$ cat src/rtl/ads1115_ctrl.sv
// ADS1115 single-shot sequencer: config write, conversion wait, pointer write, 2-byte read.
// Drives the user-side handshake of the I2C master and reports NACK/timeout failures.
module ads1115_ctrl #(
    parameter int unsigned CLK_IN_FREQ_MHZ = 10,
    parameter logic [6:0]  DEV_ADDR        = 7'h48,
    parameter logic [15:0] CONFIG_WORD     = 16'h8583,
    parameter int unsigned CONV_WAIT_US    = 9000,
    parameter int unsigned TIMEOUT_CYCLES  = 100000
) (
    input  logic        clk_in,
    input  logic        n_rst,
    input  logic        start_in,
    output logic        busy_out,
    output logic [15:0] sample_out,
    output logic        sample_valid_out,
    output logic        error_out,
    output logic        i2c_enable_out,
    output logic        i2c_rd_wr_out,
    output logic        i2c_continuous_out,
    output logic [6:0]  i2c_address_out,
    output logic [5:0]  i2c_data_bytes_out,
    output logic [7:0]  i2c_wr_data_out,
    input  logic        i2c_ready_in,
    input  logic        i2c_wr_valid_in,
    input  logic        i2c_rd_valid_in,
    input  logic [7:0]  i2c_rd_data_in
);

    localparam int unsigned WAIT_CYCLES = CONV_WAIT_US * CLK_IN_FREQ_MHZ;
    localparam int unsigned WAIT_W = (WAIT_CYCLES > 1) ? $clog2(WAIT_CYCLES) : 1;
    localparam int unsigned TO_W   = (TIMEOUT_CYCLES > 1) ? $clog2(TIMEOUT_CYCLES) : 1;
    localparam logic [WAIT_W-1:0] WAIT_LAST = WAIT_W'(WAIT_CYCLES - 1);
    localparam logic [TO_W-1:0]   TO_LAST   = TO_W'(TIMEOUT_CYCLES - 1);

    typedef enum logic [2:0] {
        StIdle, StCfg, StConvWait, StPtr, StRd, StDone, StError
    } state_e;

    typedef enum logic [1:0] {PhReq, PhAccept, PhRun} phase_e;

    state_e            r_state, w_state_next, w_after;
    phase_e            r_phase, w_phase_next;
    logic [1:0]        r_idx, w_idx_next;
    logic [TO_W-1:0]   r_wd, w_wd_next;
    logic [WAIT_W-1:0] r_wait, w_wait_next;
    logic [15:0]       r_rd_data, w_rd_data_next;
    logic [15:0]       r_sample, w_sample_next;
    logic              r_busy, w_busy_next;
    logic              r_enable, w_enable_next;
    logic [1:0]        w_nbytes;
    logic [7:0]        w_wr_byte;
    logic              w_valid;

    assign w_valid = (r_state == StRd) ? i2c_rd_valid_in : i2c_wr_valid_in;
    assign w_after = (r_state == StCfg) ? StConvWait : ((r_state == StPtr) ? StRd : StDone);

    always_comb begin
        w_nbytes  = 2'd0;
        w_wr_byte = 8'h00;
        case (r_state)
            StCfg: begin
                w_nbytes = 2'd3;
                case (r_idx)
                    2'd0:    w_wr_byte = 8'h01;
                    2'd1:    w_wr_byte = CONFIG_WORD[15:8];
                    2'd2:    w_wr_byte = CONFIG_WORD[7:0];
                    default: w_wr_byte = 8'h00;
                endcase
            end
            StPtr:   w_nbytes = 2'd1;
            StRd:    w_nbytes = 2'd2;
            default: w_nbytes = 2'd0;
        endcase
    end

    always_comb begin
        w_state_next   = r_state;
        w_phase_next   = r_phase;
        w_idx_next     = r_idx;
        w_wd_next      = r_wd;
        w_wait_next    = r_wait;
        w_rd_data_next = r_rd_data;
        w_sample_next  = r_sample;
        w_busy_next    = r_busy;
        w_enable_next  = 1'b0;
        case (r_state)
            StIdle: begin
                if (start_in) begin
                    w_state_next = StCfg;
                    w_phase_next = PhReq;
                    w_wd_next    = '0;
                    w_busy_next  = 1'b1;
                end
            end
            StConvWait: begin
                if (r_wait == WAIT_LAST) begin
                    w_state_next = StPtr;
                    w_phase_next = PhReq;
                    w_wd_next    = '0;
                    w_wait_next  = '0;
                end else begin
                    w_wait_next = r_wait + 1'b1;
                end
            end
            StCfg, StPtr, StRd: begin
                w_wd_next = r_wd + 1'b1;
                // Index saturates at the byte count so extra pulses are ignored.
                if (r_phase != PhReq && w_valid && r_idx != w_nbytes) begin
                    w_idx_next = r_idx + 2'd1;
                    if (r_state == StRd) begin
                        if (r_idx == 2'd0) w_rd_data_next[15:8] = i2c_rd_data_in;
                        else               w_rd_data_next[7:0]  = i2c_rd_data_in;
                    end
                end
                case (r_phase)
                    PhReq: begin
                        if (i2c_ready_in) begin
                            w_enable_next = 1'b1;
                            w_phase_next  = PhAccept;
                            w_wd_next     = '0;
                            w_idx_next    = '0;
                        end
                    end
                    PhAccept: begin
                        if (!i2c_ready_in) begin
                            w_phase_next = PhRun;
                            w_wd_next    = '0;
                        end
                    end
                    default: begin
                        if (i2c_ready_in) begin
                            w_phase_next = PhReq;
                            w_wd_next    = '0;
                            if (w_idx_next == w_nbytes) begin
                                w_state_next = w_after;
                                w_wait_next  = '0;
                                if (r_state == StRd) w_sample_next = w_rd_data_next;
                            end else begin
                                w_state_next = StError;
                            end
                        end
                    end
                endcase
                if (w_phase_next == r_phase && r_wd == TO_LAST) begin
                    w_state_next = StError;
                end
            end
            StDone, StError: begin
                w_state_next = StIdle;
                w_busy_next  = 1'b0;
            end
            default: begin
                w_state_next = StIdle;
                w_busy_next  = 1'b0;
            end
        endcase
    end

    always_ff @(posedge clk_in) begin
        if (!n_rst) begin
            r_state   <= StIdle;
            r_phase   <= PhReq;
            r_idx     <= '0;
            r_wd      <= '0;
            r_wait    <= '0;
            r_rd_data <= '0;
            r_sample  <= '0;
            r_busy    <= 1'b0;
            r_enable  <= 1'b0;
        end else begin
            r_state   <= w_state_next;
            r_phase   <= w_phase_next;
            r_idx     <= w_idx_next;
            r_wd      <= w_wd_next;
            r_wait    <= w_wait_next;
            r_rd_data <= w_rd_data_next;
            r_sample  <= w_sample_next;
            r_busy    <= w_busy_next;
            r_enable  <= w_enable_next;
        end
    end

    assign busy_out           = r_busy;
    assign sample_out         = r_sample;
    assign sample_valid_out   = (r_state == StDone);
    assign error_out          = (r_state == StError);
    assign i2c_enable_out     = r_enable;
    assign i2c_rd_wr_out      = (r_state == StRd);
    assign i2c_continuous_out = 1'b1;
    assign i2c_address_out    = DEV_ADDR;
    assign i2c_data_bytes_out = {4'd0, w_nbytes};
    assign i2c_wr_data_out    = w_wr_byte;

endmodule

$ cat config.mk
export PLATFORM = sky130hd
export DESIGN_NAME = ads1115_ctrl
export DESIGN_NICKNAME = d
export VERILOG_FILES = /design/src/rtl/ads1115_ctrl.sv
export SDC_FILE = /design/constraint.sdc
export NUM_CORES = 1
export LEC_CHECK = 0
export CAP_MARGIN = 20
export CORE_ASPECT_RATIO = 1.2
export CORE_MARGIN = 2
export CORE_UTILIZATION = 45
export DETAILED_ROUTE_END_ITERATION = 10
export DONT_BUFFER_PORTS = 1
export SYNTH_ARGS = -nofsm -noshare
export SYNTH_HDL_FRONTEND = slang
export SYNTH_SLANG_ARGS = --single-unit
$ cat constraint.sdc
create_clock -name clk_in -period 7 [get_ports clk_in]
set_clock_uncertainty 0.15 [all_clocks]
set_input_delay 1.4 -clock clk_in [delete_from_list [all_inputs] [get_ports clk_in]]
set_output_delay 1.4 -clock clk_in [all_outputs]
set_load 0.05 [all_outputs]
# Word-level counts from Yosys, hierarchy flattened
# Index checks and enable logic that the tools add are counted.
[totals] mem_count=0 out_inout_bits=43 ram_bits=0 in_bits=14 latchBits=0 wordCells=96 mem_bits_ro=0 ff_bits=75
[classes] add_sub_neg=3 div_mod_pow=0 n_shift=0 n_eq_ne=21 n_bitwise=2 n_mux=43 magnitude_cmp=0 reduce_logical=18 mul=0
[ops] cell="17-bit two-way mux" n=9
[ops] cell="17-bit one-hot mux with 3 select lines" n=1
[ops] cell="17-bit by 1-bit adder with 17-bit output (second input constant)" n=2
[ops] cell="17-bit equality test (second input constant)" n=2
[ops] cell="17-bit one-hot mux with 2 select lines" n=1
[ops] cell="16-bit two-way mux" n=2
[ops] cell="8-bit two-way mux" n=3
[ops] cell="8-bit one-hot mux with 3 select lines" n=1
[ops] cell="3-bit two-way mux" n=7
[ops] cell="2-bit two-way mux" n=10
[ops] cell="2-bit one-hot mux with 3 select lines" n=2
[ops] cell="2-bit != test (second input constant)" n=5
[ops] cell="3-bit equality test (second input constant)" n=3
[ops] cell="3-bit one-hot mux with 3 select lines" n=1
[ops] cell="4-bit AND reduction" n=2
[ops] cell="3-bit by 2-bit equality test with 1-bit output (second input constant)" n=2
[ops] cell="3-bit != test (second input constant)" n=2
[ops] cell="3-bit AND reduction" n=2
[ops] cell="5-bit AND reduction" n=1
[ops] cell="2-bit by 1-bit equality test with 1-bit output (second input constant)" n=2
[ops] cell="2-bit equality test" n=2
[ops] cell="2-bit zero test" n=2
[ops] cell="1-bit two-way mux" n=4
[ops] cell="2-bit one-hot mux with 2 select lines" n=1
[ops] cell="14 further kinds" n=18

# Logic depth before layout (Yosys ltp)
# Gate-level depths: netlist of run 1.
[logic_depth] word_depth=12 depth_mapped=9 depth_no_buf=7

# Worst setup path after synthesis of run 1
# OpenSTA, ideal clock, no wires.
[synth_path] path_type="in2reg" startpoint="input port i2c_ready_in" endpoint="register r_state[1]" setup_time_ns=0.120 n_path_buf=1 arrival_time_ns=3.047 required_time_ns=6.730 path_stages=6 path_slack_ns=3.684 cell_sequence="clkbuf_1 -> xnor2_1 -> or4_1 -> and3_1 -> mux2_2 -> o31a_1"
[synth_between] elab_chain_cells=7
[synth_rtl] item="from (decl)" line_no="23" rtl="input logic i2c_ready_in,"
[synth_rtl] item="2-bit two-way mux (on tied branches)" line_no="131, 117, 125"
[synth_rtl] item="2-bit one-hot mux with 2 select lines" line_no="115" rtl="case (r_phase)"
[synth_rtl] item="2-bit two-way mux" line_no="86" rtl="case (r_state)"
[synth_rtl] item="2-bit equality test" line_no="144" rtl="if (w_phase_next == r_phase && r_wd == TO_LAST) begin"
[synth_rtl] item="1-bit logical AND" line_no="144"
[synth_rtl] item="3-bit != test (no line) or 3-bit two-way mux (tied branches)"
[synth_rtl] item="4-bit AND reduction (no line) or 3-bit one-hot mux with 3 select lines (tied branches)"
[synth_rtl] item="to (signal assigned)" line_no="161" rtl="r_state <= StIdle;"
[synth_rtl] item="to (signal assigned)" line_no="171" rtl="r_state <= w_state_next;"
[synth_rtl] item="to (decl)" line_no="41" rtl="state_e r_state, w_state_next, w_after;"
# Several ways; a longest one is shown, not always the timed one. The select of a mux whose other input is x is not followed.
# A chain may end at the register's enable or synchronous reset.

# Worst setup path in the final report of run 1
[layout_path] startpoint="register r_state[2]" endpoint="output port i2c_wr_data_out[7]"
[layout_between] elab_chain_cells=2
[layout_rtl] item="3-bit by 1-bit equality test with 1-bit output" line_no="60" rtl="case (r_state)"
[layout_rtl] item="8-bit two-way mux" line_no="60"
[layout_rtl] item="to (decl)" line_no="22" rtl="output logic [7:0] i2c_wr_data_out,"
# Every way passes these cells.

==> impl_metrics.json, run 1 <==
{
  "synthToLayoutAreaGrowth_pct": 6.20,
  "yosysWarningCount": 0,
  "synthMuxAreaShare_pct": 5.13,
  "p_leak_nw": 1.52,
  "clk_latency_ns": 0.36,
  "synth_largest_area_cell": "dfxtp_1",
  "drive_gt1_share_pct": 8.01,
  "worst_pin_slew_ns": 1.05,
  "postCtsSetupRepairBufs": 0,
  "synth_top_family_by_area": "simple AND/OR/NAND/NOR gates",
  "pin_count": 57,
  "synth_most_common_cell": "dfxtp_1",
  "synth_simple_gate_area_share_pct": 22.1,
  "io_buffers": 0,
  "hpwl_um": 5840,
  "crit_type": "reg -> out",
  "syn_area_sq_um": 3750,
  "synth-edff-count": 0,
  "worstHoldStart": "r_wait[12]$_SDFFE_PN0P_",
  "antenna_cells": 0,
  "irDropWorstVdd_v": 0.000193,
  "crit_end": "i2c_wr_data_out[7]",
  "crit_path_start_kind": "flop",
  "fin_cells": 532,
  "routed_wirelength_um": 8490,
  "clockBufferDepth": 2,
  "regToRegSetupSlack_ns": 3.39,
  "synth_seq_cells": 75,
  "final_net_count": 452,
  "dp.cells": 516,
  "grt_antenna_before_repair": 0,
  "first_pass_iters": 5,
  "clock.fmax_mhz": 254,
  "slew_headroom_pct": 30.3,
  "hp-class": "reg -> reg",
  "synth_flop_cell": "dfxtp_1",
  "finalSetupTns_ns": 0,
  "rsz0062_at_grt": "no",
  "synthTopCellsByArea": "dfxtp_1 (40%), nor2_1 (5.0%), a21oi_1 (4.8%)",
  "power_mw": 1.23,
  "cp.arrival_ns": 2.39,
  "syn_avg_cell_area_sq_um": 8.50,
  "fp.dieH_um": 104,
  "fin_crit_sh_pct": 56.3,
  "wl_per_cell_um": 16.0,
  "endpoint_kind": "output pin",
  "track_usage_pct": 19.7,
  "cp_max_fo": 12,
  "reg2reg_depth": 7,
  "hold_buffers": 0,
  "setup_viol": 0,
  "outcome": "finished, final reports clean",
  "h-tree-depth": 3,
  "synth-xor-area-share_pct": 4.20,
  "startpoint": "r_state[2]$_SDFFE_PN0P_",
  "reg2reg_from": "r_state[2]$_SDFFE_PN0P_",
  "die_x_um": 87.4,
  "critPathRequiredTime_ns": 5.45,
  "die_area_sq_um": 9090,
  "cts_made_buffers": 9,
  "synthArstFlopShare_pct": 0,
  "slew_viol_final": 0,
  "hold_viol": 0,
  "synth_compound_area_share_pct": 19.8,
  "clkTransAtPathRegs_ns": 0.08,
  "cts_sinks": 75,
  "yosysSeqAreaShare_pct": 40.0,
  "initial_utilization_pct": 46.3,
  "grt_pass1_wl_um": 14400,
  "vias": 3121,
  "drt_iter0_markers": 144,
  "grt_pass1_vias": 2997,
  "cts_tree": "done",
  "rows": 36,
  "synth_cell_types": 62,
  "grt_max_degree": 33,
  "synth_common_cells": "dfxtp_1 (75), nor2_1 (50), a21oi_1 (36), o21ai_0 (36), nand2_1 (27)",
  "grt.overflow.total": 0,
  "reg2reg_to": "r_wait[16]$_SDFFE_PN0P_",
  "period_minus_slack_ns": 3.94,
  "ctsResizeCount": 0,
  "gp_congestion": 0.813,
  "drt.antenna.violating_nets": 0,
  "drt-vias-per-instance": 5.87,
  "post-route-drc-count": 0,
  "cap_violations": 0,
  "cts-root-buf": "clkbuf_8",
  "netlist_instances": 442,
  "synth_fa_ha_area_share_pct": 2.00,
  "core-area_sq_um": 8110,
  "synth_top_area_share_pct": 40.0,
  "power_density_nw_per_um2": 309
}
through the flow:
stage,util (%),hold slack [ns],cell area [sq um],setup WS [ns]
2_1_floorplan,-,0.292,3810,3.68
3_3_place_gp,46.3,0.314,3760,3.53
3_5_place_dp,46.3,0.324,3760,3.48
4_1_cts,49.2,0.335,3990,3.06
5_1_grt,49.2,0.368,3990,2.94
6_report,49.2,0.341,3990,3.06
placed cells by master (no fill, tap or decap), types with 3 or more instances in the layout:
cell type  netlist  final
clkbuf_8         0     10
dfxtp_1         75     75
o21ai_0         36     36
inv_1            7      7
nand2_1         27     27
inv_6            0      3
buf_4           16      5
o31ai_1          4      4
a21oi_1         36     36
and3_1          10     10
nand3_1         10     10
mux2i_1         17     17
or3_1            4      4
xor2_1          14     14
o2111ai_1        4      4
nor3_1          12     12
nand2b_1         4      4
o211ai_1         8      8
xnor2_1          4      4
and4_1           5      5
or4_1            4      4
nor2b_1          3      3
o32ai_1          4      4
a311oi_1         4      4
ha_1             6      6
nand4_1          5      5
conb_1           2     16
nor2_1          50     50
a31oi_1          6      6
sequential cells by signal, indices dropped and copies added, names as in the netlist:
register / flops
r_idx: 2
r_rd_data: 16
r_wd: 17
r_phase: 2
busy_out: 1
i2c_enable_out: 1
sample_out: 16
r_wait: 17
r_state: 3
report_power, final:
group | internal, mW | switching, mW
clock network | 0.214 | 0.179
registers | 0.443 | 0.0454
logic | 0.0934 | 0.256
kinds of logic (layout without fill, tap and decap cells):
kind of cell | after synthesis | after routing
buf+inv | 48 | 29
xor+xnor | 18 | 18
fa+ha+maj | 6 | 6
simple gates | 154 | 154
other cells | 2 | 16
mux | 19 | 19
flops | 75 | 75
compound gates | 120 | 120
layer usage:
metal	vias to the layer above	track usage, %	wire [um]
li1	1559	-	-
met1	1468	24.4	3630
met2	78	31.2	4250
met3	16	6.27	455
met4	0	8.02	157
met5	-	0	0
worst min-delay path by stage:
stage | endpoint | depth (start not counted) | slack, ns
floorplan | r_wait[16]$_SDFFE_PN0P_ | 1 | 0.29
global placement | r_wait[12]$_SDFFE_PN0P_ | 2 | 0.31
detailed placement | r_wait[12]$_SDFFE_PN0P_ | 2 | 0.32
CTS | r_wait[12]$_SDFFE_PN0P_ | 2 | 0.34
global route | r_wait[12]$_SDFFE_PN0P_ | 2 | 0.37
finish | r_wait[12]$_SDFFE_PN0P_ | 2 | 0.34
critical path, cell delays in order (launching register included):
cell	delay [ns]
dfxtp_1	0.55
nand2b_1	0.34
clkinv_1	0.54
and3_1	0.60
layout make-up:
class	instances	area, sq um
clock inverter	6	93.8
inverter	8	30.0
sequential	75	1500
clock buffer	10	138
tap	95	119
timing repair buffer	5	37.5
multi-input combinational	333	2070
fill	813	4120
Note: power is estimated with default switching activity, not from simulation.
==> inputs of run 2 (changes only) <==
==> constraint.sdc (replaced) <==
create_clock -name clk_in -period 3.4 [get_ports clk_in]
set_clock_uncertainty 0.15 [all_clocks]
set_input_delay 0.68 -clock clk_in [delete_from_list [all_inputs] [get_ports clk_in]]
set_output_delay 0.68 -clock clk_in [all_outputs]
set_load 0.05 [all_outputs]
==> run 2 against run 1 <==
Final area grew 0.85%. Critical path depth grew 1. Die area is the same. Clock power grew 70%. Critical endpoint unchanged. First-iteration DRC count grew 15%. Global-route usage shrank 0.26 points. Worst setup slack lost 2.7 ns. Non-clock buffer count grew 10. Register-to-register slack lost 2.9 ns. Routed wire length is essentially flat. Via count grew 0.70%.
==> impl_metrics.json, run 2 (same netlist as run 1, synthesis figures left out) <==
{
  "outcome": "finished, final reports clean",
  "multi_input_area_sq_um": 2070,
  "cts_tree": "done",
  "clk_latency_ns": 0.36,
  "grt_max_degree": 33,
  "synthToLayoutAreaGrowth_pct": 7.10,
  "post-route-util_pct": 49.6,
  "crit_type": "reg -> out",
  "slew_headroom_pct": 56.0,
  "cap_violations": 0,
  "cp_max_fo": 16,
  "initial_utilization_pct": 46.3,
  "cts_made_buffers": 9,
  "final_net_count": 462,
  "routed_wirelength_um": 8500,
  "h-tree-depth": 3,
  "wl_per_cell_um": 15.7,
  "clkTransAtPathRegs_ns": 0.08,
  "grt_antenna_before_repair": 0,
  "hpwl_um": 5850,
  "die_x_um": 87.4,
  "io_buffers": 0,
  "irDropWorstVdd_v": 0.000453,
  "first_pass_iters": 4,
  "grt.overflow.total": 0,
  "p_leak_nw": 1.55,
  "clockBufferDepth": 2,
  "reg_top3": "r_wait x17, r_wd x17",
  "die_area_sq_um": 9090,
  "fin_crit_sh_pct": 90.6,
  "power_mw": 2.46,
  "hp-class": "in -> reg",
  "core-area_sq_um": 8110,
  "worstHoldStart": "n_rst",
  "layout_commonest_cell": "dfxtp_1",
  "seq_area_sq_um": 1500,
  "drt_iter0_markers": 166,
  "cts_sinks": 75,
  "drive_gt1_share_pct": 10.1,
  "crit_path_start_kind": "flop",
  "grt_pass1_vias": 2939,
  "period_minus_slack_ns": 3.08,
  "setup_viol": 0,
  "rsz0062_at_grt": "no",
  "postCtsSetupRepairBufs": 0,
  "hold_buffers": 0,
  "pin_count": 57,
  "endpoint_kind": "output pin",
  "n_fill_cell": 784,
  "track_usage_pct": 19.4,
  "grt_pass1_wl_um": 14300,
  "antenna_cells": 0,
  "cp.arrival_ns": 2.25,
  "final_cell_mix": "dfxtp_1 (75), nor2_1 (50), a21oi_1 (36), o21ai_0 (36), nand2_1 (27)",
  "startpoint": "r_state[0]$_SDFFE_PN0P_",
  "vias": 3143,
  "reg2reg_from": "r_state[2]$_SDFFE_PN0P_",
  "worst_pin_slew_ns": 0.658,
  "drt.antenna.violating_nets": 0,
  "ctsResizeCount": 0,
  "fp.dieH_um": 104,
  "cts-root-buf": "clkbuf_8",
  "clock.fmax_mhz": 325,
  "gp_congestion": 0.865,
  "hold_viol": 0,
  "finalSetupTns_ns": 0,
  "slew_viol_final": 0,
  "drt-vias-per-instance": 5.80,
  "power_density_nw_per_um2": 611,
  "critPathRequiredTime_ns": 2.57,
  "post-route-drc-count": 0,
  "rows": 36
}
-- run 2: path summary, 6_finish.rpt --
| path | end | slack (ns) | cells past startpoint |
|---|---|---|---|
| worst max register to register | r_wait[10]$_SDFFE_PN0P_ | 0.46 | 7 |
| worst min-delay path | r_state[1]$_SDFFE_PN0P_ | 0.30 | 1 |
| worst min register to register | r_wait[16]$_SDFFE_PN0P_ | 0.34 | 1 |
| worst max-delay path | i2c_wr_data_out[7] | 0.32 | 4 |
-- run 2: per-layer routing --
layer  part of all wire, %  GRT usage, %  vias up
met5                     0             0        -
met4                   1.1          6.81        0
met3                   5.4          6.03        9
met2                    49          30.0       76
met1                    45          25.5     1480
li1                      -             -     1578
-- run 2: cell type report --
| type | count | area share [%] |
|---|---|---|
| multi-input combinational | 333 | 51.4 |
| sequential | 75 | 37.3 |
| clock buffer | 10 | 3.42 |
| tap | 95 | 2.96 |
| timing repair buffer | 15 | 2.80 |
| clock inverter | 6 | 1.31 |
| inverter | 8 | 0.747 |
-- run 2: critical path, cell delays in order, from the launching register on --
cell and delay, ns:
dfxtp_1 0.65, nand2b_1 0.31, clkinv_1 0.18, buf_4 0.24
and3_1 0.52
-- run 2: power by group --
part / switching [mW] / total, mW / leakage (nW) / internal [mW]
clock: 0.369 / 0.667 / 0.0918 / 0.298
sequential: 0.0935 / 1.01 / 0.605 / 0.912
combinational: 0.543 / 0.785 / 0.853 / 0.243
-- run 2: metrics by stage --
step / setup slack, ns / std cells / area, sq um / hold WS [ns]
floorplan: 0.292 / 456 / 3810 / 0.292
global placement: 0.526 / 526 / 3830 / 0.309
detailed placement: 0.526 / 526 / 3830 / 0.322
CTS: 0.338 / 542 / 4020 / 0.287
global route: 0.200 / 542 / 4020 / 0.284
finish: 0.320 / 542 / 4020 / 0.302
